[src/rtl/pipe_hold_ctrl_if.sv]
// pipe_hold_ctrl_if: request side (EX jump, hold requesters, debug halt) and control side
// (per-stage stall/flush, pc load) of the tinyriscv pipeline control unit.
interface pipe_hold_ctrl_if #(
    parameter int STAGES  = 3,
    parameter int NUM_REQ = 4,
    parameter int AW      = 32,
    parameter int SW      = $clog2(STAGES)
);
    logic                   jump_flag_i;
    logic [AW-1:0]          jump_addr_i;
    logic [NUM_REQ-1:0]     hold_req_i;
    logic [NUM_REQ*SW-1:0]  hold_lvl_i;
    logic                   halt_req_i;
    logic                   halt_ack_o;
    logic [STAGES-1:0]      stall_o;
    logic [STAGES-1:0]      flush_o;
    logic                   jump_flag_o;
    logic [AW-1:0]          jump_addr_o;

    // The requesting side (ex/rib/clint/jtag plus the stage registers it steers)
    modport master (
        output jump_flag_i, jump_addr_i, hold_req_i, hold_lvl_i, halt_req_i,
        input  halt_ack_o, stall_o, flush_o, jump_flag_o, jump_addr_o
    );

    modport slave (
        input  jump_flag_i, jump_addr_i, hold_req_i, hold_lvl_i, halt_req_i,
        output halt_ack_o, stall_o, flush_o, jump_flag_o, jump_addr_o
    );
endinterface

[src/rtl/pipe_hold_ctrl.sv]
// pipe_hold_ctrl: merges EX jumps and per-stage hold requests into stall/flush vectors and runs
// the debug halt/drain/resume FSM. Optional perf counters are enabled with CTRL_PERF_CNT_EN.
module pipe_hold_ctrl #(
    parameter int STAGES  = 3,
    parameter int NUM_REQ = 4,
    parameter int AW      = 32,
    parameter int SW      = $clog2(STAGES)
) (
    input  logic            clk,
    input  logic            rst,
    pipe_hold_ctrl_if.slave bus
`ifdef CTRL_PERF_CNT_EN
    ,
    output logic [31:0]     stall_cnt_o,
    output logic [31:0]     flush_cnt_o
`endif
);

    typedef enum logic [1:0] {
        RUN    = 2'd0,
        DRAIN  = 2'd1,
        HALTED = 2'd2
    } state_e;

    localparam logic [STAGES-1:0] FLUSH_ALL = {{(STAGES-1){1'b1}}, 1'b0};
    localparam logic [SW-1:0]     LVL_MAX   = SW'(STAGES-1);

    state_e              state_q, state_d;
    logic [SW-1:0]       cnt_q, cnt_d;
    logic                pend_vld_q, pend_vld_d;
    logic [AW-1:0]       pend_addr_q, pend_addr_d;

    logic                any_hold;
    logic [SW-1:0]       hold_lvl;
    logic [STAGES-1:0]   hold_stall;
    logic [STAGES-1:0]   hold_flush;

    logic [STAGES-1:0]   stall;
    logic [STAGES-1:0]   flush;
    logic                jump_flag;
    logic [AW-1:0]       jump_addr;
    logic                halt_ack;

    // Deepest requested hold wins; out-of-range levels are clamped to the EX input register.
    always_comb begin
        any_hold   = |bus.hold_req_i;
        hold_lvl   = '0;
        for (int k = 0; k < NUM_REQ; k++) begin
            if (bus.hold_req_i[k] && (bus.hold_lvl_i[k*SW +: SW] > hold_lvl)) begin
                hold_lvl = bus.hold_lvl_i[k*SW +: SW];
            end
        end
        if (hold_lvl > LVL_MAX) begin
            hold_lvl = LVL_MAX;
        end
        hold_stall = '0;
        hold_flush = '0;
        for (int i = 0; i < STAGES; i++) begin
            hold_stall[i] = any_hold && (i <= int'(hold_lvl));
            hold_flush[i] = any_hold && (i == int'(hold_lvl) + 1);
        end
    end

    always_ff @(posedge clk) begin
        if (rst) begin
            state_q     <= RUN;
            cnt_q       <= '0;
            pend_vld_q  <= 1'b0;
            pend_addr_q <= '0;
        end else begin
            state_q     <= state_d;
            cnt_q       <= cnt_d;
            pend_vld_q  <= pend_vld_d;
            pend_addr_q <= pend_addr_d;
        end
    end

    always_comb begin
        state_d     = state_q;
        cnt_d       = cnt_q;
        pend_vld_d  = pend_vld_q;
        pend_addr_d = pend_addr_q;
        case (state_q)
            RUN: begin
                if (bus.halt_req_i) begin
                    state_d = DRAIN;
                    cnt_d   = LVL_MAX;
                end
            end
            DRAIN: begin
                if (!bus.halt_req_i) begin
                    state_d = RUN;
                    cnt_d   = '0;
                end else if (bus.jump_flag_i) begin
                    // Pipeline is flushed now; the target is replayed on resume.
                    state_d     = HALTED;
                    cnt_d       = '0;
                    pend_vld_d  = 1'b1;
                    pend_addr_d = bus.jump_addr_i;
                end else if (!any_hold) begin
                    cnt_d = cnt_q - SW'(1);
                    if (cnt_q == SW'(1)) begin
                        state_d = HALTED;
                    end
                end
            end
            HALTED: begin
                if (!bus.halt_req_i) begin
                    state_d    = RUN;
                    pend_vld_d = 1'b0;
                end
            end
            default: begin
                state_d = RUN;
            end
        endcase
    end

    always_comb begin
        stall     = '0;
        flush     = '0;
        jump_flag = 1'b0;
        jump_addr = '0;
        halt_ack  = 1'b0;
        case (state_q)
            RUN: begin
                jump_addr = bus.jump_addr_i;
                if (bus.jump_flag_i) begin
                    jump_flag = 1'b1;
                    flush     = FLUSH_ALL;
                end else begin
                    stall = hold_stall;
                    flush = hold_flush;
                end
            end
            DRAIN: begin
                if (bus.jump_flag_i) begin
                    stall = {{(STAGES-1){1'b0}}, 1'b1};
                    flush = FLUSH_ALL;
                end else begin
                    stall = hold_stall | {{(STAGES-1){1'b0}}, 1'b1};
                    flush = hold_flush | {{(STAGES-2){1'b0}}, 2'b10};
                end
            end
            HALTED: begin
                if (bus.halt_req_i) begin
                    stall    = '1;
                    halt_ack = 1'b1;
                end else if (pend_vld_q) begin
                    jump_flag = 1'b1;
                    jump_addr = pend_addr_q;
                    flush     = FLUSH_ALL;
                end
            end
            default: begin
                stall = '0;
            end
        endcase
    end

    assign bus.stall_o     = stall;
    assign bus.flush_o     = flush;
    assign bus.jump_flag_o = jump_flag;
    assign bus.jump_addr_o = jump_addr;
    assign bus.halt_ack_o  = halt_ack;

`ifdef CTRL_PERF_CNT_EN
    logic [31:0] stall_cnt_q, stall_cnt_d;
    logic [31:0] flush_cnt_q, flush_cnt_d;

    // Both counters stick at all-ones rather than wrapping.
    always_comb begin
        stall_cnt_d = stall_cnt_q;
        flush_cnt_d = flush_cnt_q;
        if (stall[0] && (stall_cnt_q != 32'hFFFF_FFFF)) begin
            stall_cnt_d = stall_cnt_q + 32'd1;
        end
        if ((|flush) && (flush_cnt_q != 32'hFFFF_FFFF)) begin
            flush_cnt_d = flush_cnt_q + 32'd1;
        end
    end

    always_ff @(posedge clk) begin
        if (rst) begin
            stall_cnt_q <= '0;
            flush_cnt_q <= '0;
        end else begin
            stall_cnt_q <= stall_cnt_d;
            flush_cnt_q <= flush_cnt_d;
        end
    end

    assign stall_cnt_o = stall_cnt_q;
    assign flush_cnt_o = flush_cnt_q;
`endif

endmodule

[src/flat_wrapper.sv]
// flat-port wrapper written by rule: the top's interface ports become plain ports
module pipe_hold_ctrl_flat 
#(
    parameter int STAGES  = 3,
    parameter int NUM_REQ = 4,
    parameter int AW      = 32,
    parameter int SW      = $clog2(STAGES)
)
  (clk, rst, bus_jump_flag_i, bus_jump_addr_i, bus_hold_req_i, bus_hold_lvl_i, bus_halt_req_i, bus_halt_ack_o, bus_stall_o, bus_flush_o, bus_jump_flag_o, bus_jump_addr_o);
  pipe_hold_ctrl_if #(.STAGES(STAGES), .NUM_REQ(NUM_REQ), .AW(AW), .SW(SW)) bus_i ();
  input  logic clk;
  input  logic rst;
  input wire logic [$bits(bus_i.jump_flag_i)-1:0] bus_jump_flag_i;
  input wire logic [$bits(bus_i.jump_addr_i)-1:0] bus_jump_addr_i;
  input wire logic [$bits(bus_i.hold_req_i)-1:0] bus_hold_req_i;
  input wire logic [$bits(bus_i.hold_lvl_i)-1:0] bus_hold_lvl_i;
  input wire logic [$bits(bus_i.halt_req_i)-1:0] bus_halt_req_i;
  output wire logic [$bits(bus_i.halt_ack_o)-1:0] bus_halt_ack_o;
  output wire logic [$bits(bus_i.stall_o)-1:0] bus_stall_o;
  output wire logic [$bits(bus_i.flush_o)-1:0] bus_flush_o;
  output wire logic [$bits(bus_i.jump_flag_o)-1:0] bus_jump_flag_o;
  output wire logic [$bits(bus_i.jump_addr_o)-1:0] bus_jump_addr_o;
  assign bus_i.jump_flag_i = bus_jump_flag_i;
  assign bus_i.jump_addr_i = bus_jump_addr_i;
  assign bus_i.hold_req_i = bus_hold_req_i;
  assign bus_i.hold_lvl_i = bus_hold_lvl_i;
  assign bus_i.halt_req_i = bus_halt_req_i;
  assign bus_halt_ack_o = bus_i.halt_ack_o;
  assign bus_stall_o = bus_i.stall_o;
  assign bus_flush_o = bus_i.flush_o;
  assign bus_jump_flag_o = bus_i.jump_flag_o;
  assign bus_jump_addr_o = bus_i.jump_addr_o;
  pipe_hold_ctrl #(.STAGES(STAGES), .NUM_REQ(NUM_REQ), .AW(AW), .SW(SW)) u_core (.clk(clk), .rst(rst), .bus(bus_i));
endmodule
[config.mk]
export PLATFORM = sky130hd
export DESIGN_NAME = pipe_hold_ctrl_flat
export DESIGN_NICKNAME = d
export VERILOG_FILES = /design/src/rtl/pipe_hold_ctrl_if.sv /design/src/rtl/pipe_hold_ctrl.sv /design/src/flat_wrapper.sv
export SDC_FILE = /design/constraint.sdc
export NUM_CORES = 1
export LEC_CHECK = 0
export CORE_UTILIZATION = 46
export CTS_CLUSTER_DIAMETER = 50
export DETAILED_ROUTE_END_ITERATION = 7
export PLACE_DENSITY = 0.86
export SLEW_MARGIN = 10
export SYNTH_ARGS = -nofsm -noshare
export SYNTH_HDL_FRONTEND = slang
export SYNTH_SLANG_ARGS = --single-unit
export TNS_END_PERCENT = 20
[constraint.sdc]
create_clock -name clk -period 11.76 [get_ports clk]
set_input_delay 1.176 -clock clk [delete_from_list [all_inputs] [get_ports clk]]
set_output_delay 1.176 -clock clk [all_outputs]
set_load 0.05 [all_outputs]
Word-level counts from Yosys, hierarchy flattened
Index checks and enable logic that the tools add are counted.

storage, ports and cells
  logic and storage cells = 81
  input port bits = 48
  register bits after elaboration = 37
  output and inout bits = 40

operators by class
  magnitude comparators = 7
  reductions and logical operators = 18
  eq/ne operators = 11
  add/subtract/negate cells = 2
  mux-type cells = 39

operators by type and width
  cell                   count
  $mux W32               2
  $pmux W32 S2           1
  $eq A2 B32 Y1 const A  1
  $eq A3 B32 Y1 const A  1
  $logic_not A32 Y1      1
  $mux W2                15
  $mux W3                7
  $pmux W3 S3            2
  $logic_and A1 B1 Y1    9
  $mux W1                8
  $ne A2 B2 Y1 const B   4
  $reduce_and A4 Y1      2
  $gt A2 B2 Y1           3
  $pmux W2 S3            1
  $reduce_and A3 Y1      2
  $eq A2 B1 Y1 const B   2
  $ne A4 B3 Y1 const B   1
  $ne A4 B4 Y1 const B   1
  $pmux W1 S2            2
  $pmux W2 S2            1
  $reduce_bool A2 Y1     2
  $reduce_or A4 Y1       1
  $add A2 B1 Y3 const B  1
  $eq A2 B2 Y1 const B   1
  other kinds (6)        6

Longest topological paths before layout
Gate-level depths: netlist of the first run.

  depth after elaboration = 19
  depth in mapped cells = 17
  depth with buffers taken out = 17

Worst setup path after synthesis of the first run
OpenSTA, ideal clock, no wires.

  path type = input port to output port
  start point = input port bus_hold_lvl_i[0]
  end point = output port bus_flush_o[2]
  required time = 10.584 ns
  path slack = 4.708 ns
  stages = 17
  arrival time = 5.876 ns
  buffers on the path = 0
  cell sequence = and2_2 ha_1 a21boi_2 o21a_4 mux2_4 ha_1 nor2_1 o2111ai_1 and4_4 or2_4 ha_1 nor2_1 or2_2 o2111ai_1 a21oi_1 o31ai_1 o41ai_1

between the ends
  cells in the longest elaborated chain, start to end = 19
  elaborated cells between the ends (all ways) = 20
  those cells by class = add/sub (1); order compare (5); eq/ne (1); mux (8); reduce/logical (5)

ends and longest elaborated chain
  item                               RTL line                                      RTL
  start: declaration                 flat_wrapper.sv:16                            input wire logic [$bits(bus_i.hold_lvl_i)-1:0] bus_hold_lvl_i;
  $gt A2 B1 Y1                       pipe_hold_ctrl.sv:49                          if (bus.hold_req_i[k] && (bus.hold_lvl_i[k*SW +: SW] > hold_lvl)) begin
  $logic_and A1 B1 Y1                pipe_hold_ctrl.sv:49
  $mux W2 (*)                        pipe_hold_ctrl.sv:49
  $gt A2 B2 Y1                       pipe_hold_ctrl.sv:49
  $logic_and A1 B1 Y1                pipe_hold_ctrl.sv:49
  $mux W2 (*)                        pipe_hold_ctrl.sv:49
  $gt A2 B2 Y1                       pipe_hold_ctrl.sv:49
  $logic_and A1 B1 Y1                pipe_hold_ctrl.sv:49
  (+3 left out)                      n/a
  $mux W2 (*)                        pipe_hold_ctrl.sv:49
  $gt A2 B2 Y1                       pipe_hold_ctrl.sv:53                          if (hold_lvl > LVL_MAX) begin
  $mux W2 (*)                        pipe_hold_ctrl.sv:53
  $add A2 B1 Y3 (*)                  pipe_hold_ctrl.sv:60                          hold_flush[i] = any_hold && (i == int'(hold_lvl) + 1);
  $eq A3 B32 Y1 (*)                  pipe_hold_ctrl.sv:60
  $logic_and A1 B1 Y1 (*)            pipe_hold_ctrl.sv:60
  $mux W3, on equally long branches  pipe_hold_ctrl.sv:137, pipe_hold_ctrl.sv:128
  $pmux W3 S3 (*)                    pipe_hold_ctrl.sv:125                         case (state_q)
  end: declaration                   flat_wrapper.sv:20                            output wire logic [$bits(bus_i.flush_o)-1:0] bus_flush_o;

Mark *: on every way between the ends. The rest lies on a longest branch, timed or not.

Worst setup path after layout of the first run
  start point = input port bus_hold_req_i[0]
  end point = output port bus_flush_o[2]

between the ends
  cells in the longest elaborated chain, start to end = 18
  elaborated cells between the ends (all ways) = 20
  those cells by class = add/sub (1); order compare (4); eq/ne (1); mux (8); reduce/logical (6)

ends and longest elaborated chain
  item                               RTL line                                      RTL
  start: declaration                 flat_wrapper.sv:15                            input wire logic [$bits(bus_i.hold_req_i)-1:0] bus_hold_req_i;
  $logic_and A1 B1 Y1                pipe_hold_ctrl.sv:49
  $mux W2                            pipe_hold_ctrl.sv:49
  $gt A2 B2 Y1                       pipe_hold_ctrl.sv:49
  $logic_and A1 B1 Y1                pipe_hold_ctrl.sv:49
  $mux W2                            pipe_hold_ctrl.sv:49
  $gt A2 B2 Y1                       pipe_hold_ctrl.sv:49
  $logic_and A1 B1 Y1                pipe_hold_ctrl.sv:49
  $mux W2                            pipe_hold_ctrl.sv:49
  (+2 left out)                      n/a
  $mux W2                            pipe_hold_ctrl.sv:49
  $gt A2 B2 Y1                       pipe_hold_ctrl.sv:53
  $mux W2                            pipe_hold_ctrl.sv:53
  $add A2 B1 Y3                      pipe_hold_ctrl.sv:60
  $eq A3 B32 Y1                      pipe_hold_ctrl.sv:60
  $logic_and A1 B1 Y1 (*)            pipe_hold_ctrl.sv:60
  $mux W3, on equally long branches  pipe_hold_ctrl.sv:137, pipe_hold_ctrl.sv:128
  $pmux W3 S3 (*)                    pipe_hold_ctrl.sv:125

Marked as above.

==> summary.md, run 1 <==
| Metric | Value |
|---|---|
| Clk Latency, worst-skew pair | around 0.29 ns |
| First-pass GRT wire length | between 9000 and 10000 um |
| GRT Total Usage | 24.3% |
| Area Overhead vs Synth | 47.1% |
| GRT Residual Overflow | 0 |
| Post-synthesis compound-gate area fraction | 33.1% |
| Mux contribution to synthesized area | 0.722% |
| Num rows | 24 |
| Hold depth | 2 |
| Largest family of logic cells by synthesized area | compound AO/OA/AOI/OAI gates |
| Yosys warnings | 0 |
| Crit path cell chain | clkdlybuf4s50_1, nand2_1, ha_1, a21boi_2, o21a_4, mux2_4, ha_1, nor2_1, o2111ai_1, and4_4, or2_4, ha_1, nor2_1, or2_2, o2111ai_1, a21oi_1, o31ai_1, o41ai_1, clkdlybuf4s50_1 |
| Post-synth top area share | between 30% and 40% |
| Critical path arrival | 6.29 ns |
| Clk sinks | 37 |
| Filler cells | 373 |
| Die ar. | 4800 um^2 |
| Initial Utilization | 47.8% |
| Post-synth cell types | 42 |
| Top_reg_cell synth | dfxtp_1 |
| CP max stage cell | clkdlybuf4s50_1 |
| Finished Cell Area | 3060 um^2 |
| Post-synthesis simple-gate area fraction | around 22% |
| Worst Skew | ~0.0073 ns |
| Post-Syn Instances | roughly 270 |
| Synthesized flop and latch total | 37 |
| DP HPWL | roughly 4000 um |
| Fin crit share | 63.5% |
| Setup WS pre-CTS | 4.36 ns |
| FFs w/ async S/R, synth | 0% |
| Reg2reg start | u_core.state_q[0] |
| Fin nets | 402 |
| Max IR drop VDD | 0.0639 mV |
| DRC marker count from the first detailed-route iteration | 165 |
| Post-CTS setup buffers | 0 |
| Tot Pwr | approximately 340 uW |
| Sequential area share after synthesis | 35.6% |
| Max Freq | around 130 MHz |
| TNS Setup | 0 ns |
| Largest net degree at the start of global routing | 38 |
| Initial antenna violation count | 0 |
| Kind of critical path | input pin to output port |
| GRT Max-Usage Layer | met2 |
| Final Hold Fails | 0 |
| Beginning of the critical path | bus_hold_req_i[0] |
| Violated checks | design-rule violations |
| TritonCTS clock tree | done |
| Synth area leaders | dfxtp_1 (36%), a22o_1 (13%), nand2_1 (13%) |
| Mapped cell area | roughly 2100 um^2 |
| GP Congestion | 0.894 |
| Grt met1 use | 29.8% |
| Minimum clock period | 7.47 ns |
| Mean Syn Cell Area | 7.68 um^2 |
| Net Sw Frac | 35.4% |
| Layout cells sized above 1 | 7.14% |
| ANT nets after route | 0 |
| DP Area | 2980 um^2 |
| CORE AREA | 4350 um^2 |
| Maxcap violations | 0 |
| Crit. End Element | output port |
| Die Wd | 69.3 um |
| Outcome | finished, violations left |
| Residual DRC | 4 |
| Logic pwr share | around 36% |
| Worst endpoint required time | ~11 ns |
| Final hold slack | 0.456 ns |
| GR Layer Usage met2 | 42.2% |
| WL/cell | 14.5 um |
| P_sw | 120 uW |
| Vias | approximately 2300 |
| Clock Power Share | 25.8% |
| Worst Tran Pin Value | roughly 1.0 ns |
| Most frequent cells after synthesis | nand2_1 (73), a21oi_1 (37), dfxtp_1 (37) |
| # resized after CTS | 0 |
| Adder-cell share of the synthesized area | 3.01% |
| Int Pwr | around 220 uW |
| IO Pins | 88 |
| Ant diodes | 0 |
| Worst Path Max Fanout | 7 |
| Rel. slew slack | 32.6% |
| H-tree depth reported by CTS | 2 |
| DIE HEIGHT | 69.3 um |
| Area leader, netlist | dfxtp_1 |
| Via/cell ratio | 5.69 |
| Pwr/cell area | 111 nW/um^2 |
| Final setup fails | 0 |
| Number of buffers added on ports | 86 |
| Leak | 1.19 nW |
| Total CTS buffers | 5 |
| Reg2Reg Depth | 6 |
| Flop pwr share | a little under two fifths |
| Setup ws final | between 4 and 5 ns |
| Critical Path Max Stage Delay | roughly 0.86 ns |
| Hold buffer count at CTS | 0 |
| RSZ-0062 raised after global routing | no |
| Grt met3 use | 4.51% |
| Critical Path Most Common Cell | ha_1 |
| Class of the worst hold path | flip-flop to flip-flop |
| Net Count, Synth | 324 |
| Hold path start | u_core.pend_addr_q[21] |
| Top-count cell post-synth | nand2_1 |
| Clk root buf | clkbuf_8 |
| Post-synth EDFFs | 0 |
| Vias in the first global route | around 2200 |
| Routed WL | 5820 um |
| CP Launch Type | input pin |
| TritonRoute pass-1 iters | 7 |
| Fin. max-slew vios | 0 |
| CTS max path bufs | 2 |
| Synth Area in XOR/XNOR | 0% |
| Clock-pin slew on the worst setup and hold paths | 0.07 ns |
-- through the flow --
stage | utilization (%) | cells
6_report | 70.3 | 402
5_1_grt | 70.3 | 402
4_1_cts | 70.3 | 402
3_5_place_dp | 68.3 | 394
3_3_place_gp | 68.3 | 394
2_1_floorplan | - | 271
-- registers in the layout (all words and copies together), names as in the netlist --
name and cells:
u_core.state_q 2, u_core.pend_addr_q 32, u_core.cnt_q 2, u_core.pend_vld_q 1
-- worst max-delay path, delay by kind of cell --
| kind | cells | cell delay (ns) |
|---|---|---|
| mux | 1 | 0.31 |
| buf+inv | 2 | 1.37 |
| simple gates | 6 | 1.15 |
| fa+ha+maj | 3 | 0.88 |
| compound gates | 7 | 1.40 |
-- cells in the final DEF (no fill, tap or decap), drive strengths merged, types with 7 or more instances in the layout --
cell / n
a21oi: 37
a22o: 32
clkdlybuf4s50: 86
dfxtp: 37
inv: 9
nand2: 73
nor2: 7
o21ai: 7
-- cell type report --
class / count / area (um^2) / area share (%)
repair buffers: 91 / 898 / 29.3
flip-flops and latches: 37 / 741 / 24.2
well taps: 52 / 65.1 / 2.13
inverters: 9 / 33.8 / 1.10
clock inverters: 3 / 17.5 / 0.572
clock buffers: 5 / 68.8 / 2.25
multi-input cells: 205 / 1240 / 40.4
-- kinds of logic (layout without fill, tap and decap cells) --
| family | after synthesis | count (layout) |
|---|---|---|
| flops | 37 | 37 |
| buf+inv | 29 | 108 |
| compound gates | 96 | 96 |
| simple gates | 102 | 102 |
| fa+ha+maj | 5 | 5 |
| other cells | 1 | 1 |
| mux | 1 | 1 |
-- worst paths after layout --
kind         slack [ns]                     end
max                4.29          bus_flush_o[2]
min reg2reg        0.46  u_core.pend_addr_q[21]
min                0.46  u_core.pend_addr_q[21]
max reg2reg        9.74  u_core.pend_addr_q[20]
-- power by group through the flow --
| stage | registers, mW | logic (mW) | clock network, mW |
|---|---|---|---|
| floorplan | 0.132 | 0.0757 | 0 |
| global placement | 0.133 | 0.119 | 0 |
| finish | 0.130 | 0.121 | 0.0872 |
| global route | 0.130 | 0.128 | 0.0943 |
| detailed placement | 0.133 | 0.120 | 0 |
| CTS | 0.130 | 0.121 | 0.0893 |
-- per-layer routing --
layer  wire length [um]  share of wire, %
met5                  0                 0
met4                 97               1.7
met3                332               5.7
met2               2860                49
met1               2530                43
(Power assumes the default switching activity.)
==> run 2, diff against run 1 <==
--- a/config.mk
+++ b/config.mk
@@ -5,10 +5,10 @@
 export SDC_FILE = /design/constraint.sdc
 export NUM_CORES = 1
 export LEC_CHECK = 0
-export CORE_UTILIZATION = 46
+export CORE_UTILIZATION = 43
 export CTS_CLUSTER_DIAMETER = 50
 export DETAILED_ROUTE_END_ITERATION = 7
-export PLACE_DENSITY = 0.86
+export PLACE_DENSITY = 0.81
 export SLEW_MARGIN = 10
 export SYNTH_ARGS = -nofsm -noshare
 export SYNTH_HDL_FRONTEND = slang
==> constraint.sdc (replaced) <==
create_clock -name clk -period 7.13 [get_ports clk]
set_input_delay 0.713 -clock clk [delete_from_list [all_inputs] [get_ports clk]]
set_output_delay 0.713 -clock clk [all_outputs]
set_load 0.05 [all_outputs]
==> summary.md, run 2 (synthesis gave the netlist of run 1 again) <==
| Metric | Value |
|---|---|
| Worst endpoint required time | 6.42 ns |
| DRC marker count from the first detailed-route iteration | 127 |
| Commonest non-fill, non-tap cells in the layout | clkdlybuf4s50_1 (86), nand2_1 (73), a21oi_1 (37), dfxtp_1 (37), a22o_1 (32) |
| CP bufs+invs | 2 |
| Max Freq | 153 MHz |
| CTS max path bufs | 2 |
| Worst Tran Pin Value | between 0.9 and 1 ns |
| Hold depth | 2 |
| Worst Path Max Fanout | 7 |
| GRT Residual Overflow | 0 |
| Layout cells sized above 1 | 7.14% |
| Finished Cell Area | 3070 um^2 |
| Biggest regs | u_core.pend_addr_q: 32 flops, u_core.cnt_q: 2 flops, u_core.state_q: 2 flops |
| Reg2Reg Depth | 6 |
| Final non-filler cell total | 402 |
| Vias | about 2300 |
| Critical Path Most Common Cell | ha_1 |
| Pwr/cell area | between 150 and 200 nW/um^2 |
| Fin. max-slew vios | 0 |
| DIE HEIGHT | 71.6 um |
| CORE AREA | 4500 um^2 |
| Rel. slew slack | 36.4% |
| Final Hold Fails | 0 |
| H-tree depth reported by CTS | 2 |
| RSZ-0062 raised after global routing | no |
| GP Congestion | 0.880 |
| Hold buffer count at CTS | 0 |
| Clk Latency, worst-skew pair | 0.29 ns |
| TritonCTS clock tree | done |
| Clock-pin slew on the worst setup and hold paths | ~0.07 ns |
| TritonRoute pass-1 iters | 4 |
| Crit path cell chain | clkdlybuf4s50_1, nand2_1, ha_1, a21boi_2, o21a_4, mux2_4, ha_1, nor2_1, o2111ai_1, and4_4, or2_4, ha_1, nor2_1, or2_2, o2111ai_1, a21oi_1, o31ai_1, o41ai_1, clkdlybuf4s50_1 |
| Crit. End Element | output port |
| Fin nets | 402 |
| Max reg flops | 32 |
| GRT Total Usage | 23.3% |
| Vias in the first global route | 2093 |
| Leak | 1.20 nW |
| Initial antenna violation count | 0 |
| Clk root buf | clkbuf_8 |
| Via/cell ratio | 5.72 |
| DP Area | 2980 um^2 |
| IO Pins | between 80 and 90 |
| ANT nets after route | 0 |
| Post-CTS setup buffers | 0 |
| Num rows | 24 |
| Setup ws final | 0.580 ns |
| Worst Skew | between 0.004 and 0.005 ns |
| Maxcap violations | 0 |
| Critical Path Max Stage Delay | between 0.8 and 0.9 ns |
| First-pass GRT wire length | 9460 um |
| Outcome | finished, final reports clean |
| Area Overhead vs Synth | 47.6% |
| CP Launch Type | input pin |
| Initial Utilization | 46.2% |
| Max IR drop VDD | 0.147 mV |
| Clk sinks | 37 |
| Routed WL | 5820 um |
| Post-Place Cells | a little under 400 |
| Top delay family on crit path | buffers and inverters |
| Kind of critical path | input pin to output port |
| Ant diodes | 0 |
| Die Wd | 71.6 um |
| Fin crit share | 91.9% |
| Number of buffers added on ports | 86 |
| Die ar. | ~5100 um^2 |
| Residual DRC | 0 |
| DP HPWL | 4080 um |
| WL/cell | 14.5 um |
| Critical Path Stages | 19 |
| Reg with most FFs | u_core.pend_addr_q |
| TNS Setup | 0 ns |
| Largest net degree at the start of global routing | 38 |
| Minimum clock period | roughly 6.6 ns |
| Filler cells | 396 |
| Class of the worst hold path | flip-flop to flip-flop |
| # resized after CTS | 0 |
| Final setup fails | 0 |
| Critical path arrival | 5.84 ns |
| Most common cell after layout, fill and taps aside | clkdlybuf4s50_1 |
| Setup WS pre-CTS | roughly 0.64 ns |
| CP max stage cell | clkdlybuf4s50_1 |
| Total CTS buffers | 5 |
run 2: cell count changes in the layout (fill, tap and decap cells not counted):
cell / before / now
clkinvlp_4: 1 / 0
clkinv_2: 2 / 1
clkinv_4: 0 / 1
clkbuf_8: 5 / 6
run 2: tightest hold or removal path, delay by kind of cell, from the launching register on:
| family | cells | cell delay (ns) |
|---|---|---|
| and+or+nand+nor | 1 | 0.05 |
| AOI/OAI and AO/OA | 1 | 0.05 |
| DFF | 1 | 0.31 |
run 2: metal layers:
| metal | vias up | routed length, um | GRT usage (%) | part of all wire [%] |
|---|---|---|---|---|
| li1 | 1126 | - | - | - |
| met1 | 1084 | 2640 | 31.3 | 45 |
| met2 | 80 | 2680 | 35.7 | 46 |
| met3 | 11 | 416 | 7.31 | 7.2 |
| met4 | 0 | 88 | 7.84 | 1.5 |
| met5 | - | 0 | 0 | 0 |
run 2: worst paths after layout:
check                                      startpoint                endpoint  slack, ns
worst max-delay path                bus_hold_req_i[0]          bus_flush_o[2]       0.58
worst min-delay path            u_core.pend_addr_q[3]   u_core.pend_addr_q[3]       0.46
worst max register to register      u_core.state_q[0]  u_core.pend_addr_q[29]       4.97
worst min register to register  u_core.pend_addr_q[3]   u_core.pend_addr_q[3]       0.46
run 2: report_power, final:
group / leakage [nW] / total [mW] / internal [mW] / switching [mW]
registers: 0.300 / 0.215 / 0.211 / 0.00318
logic: 0.848 / 0.200 / 0.0823 / 0.118
clock network: 0.0512 / 0.154 / 0.0783 / 0.0755
total: 1.20 / 0.569 / 0.372 / 0.197
run 2: cell type report:
class                   count  area (um^2)  area share (%)
flip-flops and latches     37          741            24.1
repair buffers             91          898            29.2
clock inverters             2         13.8           0.448
multi-input cells         205         1240            40.3
clock buffers               6         82.6            2.69
well taps                  52         65.1            2.12
inverters                   9         33.8            1.10
run 2: metrics by stage:
| stage | util (%) | hold slack (ns) | power, mW |
|---|---|---|---|
| 6_report | 68.2 | 0.457 | 0.569 |
| 3_3_place_gp | 66.1 | 0.442 | 0.417 |
| 5_1_grt | 68.2 | 0.477 | 0.597 |
| 3_5_place_dp | 66.1 | 0.447 | 0.418 |
| 2_1_floorplan | - | 0.437 | 0.343 |
| 4_1_cts | 68.2 | 0.458 | 0.573 |
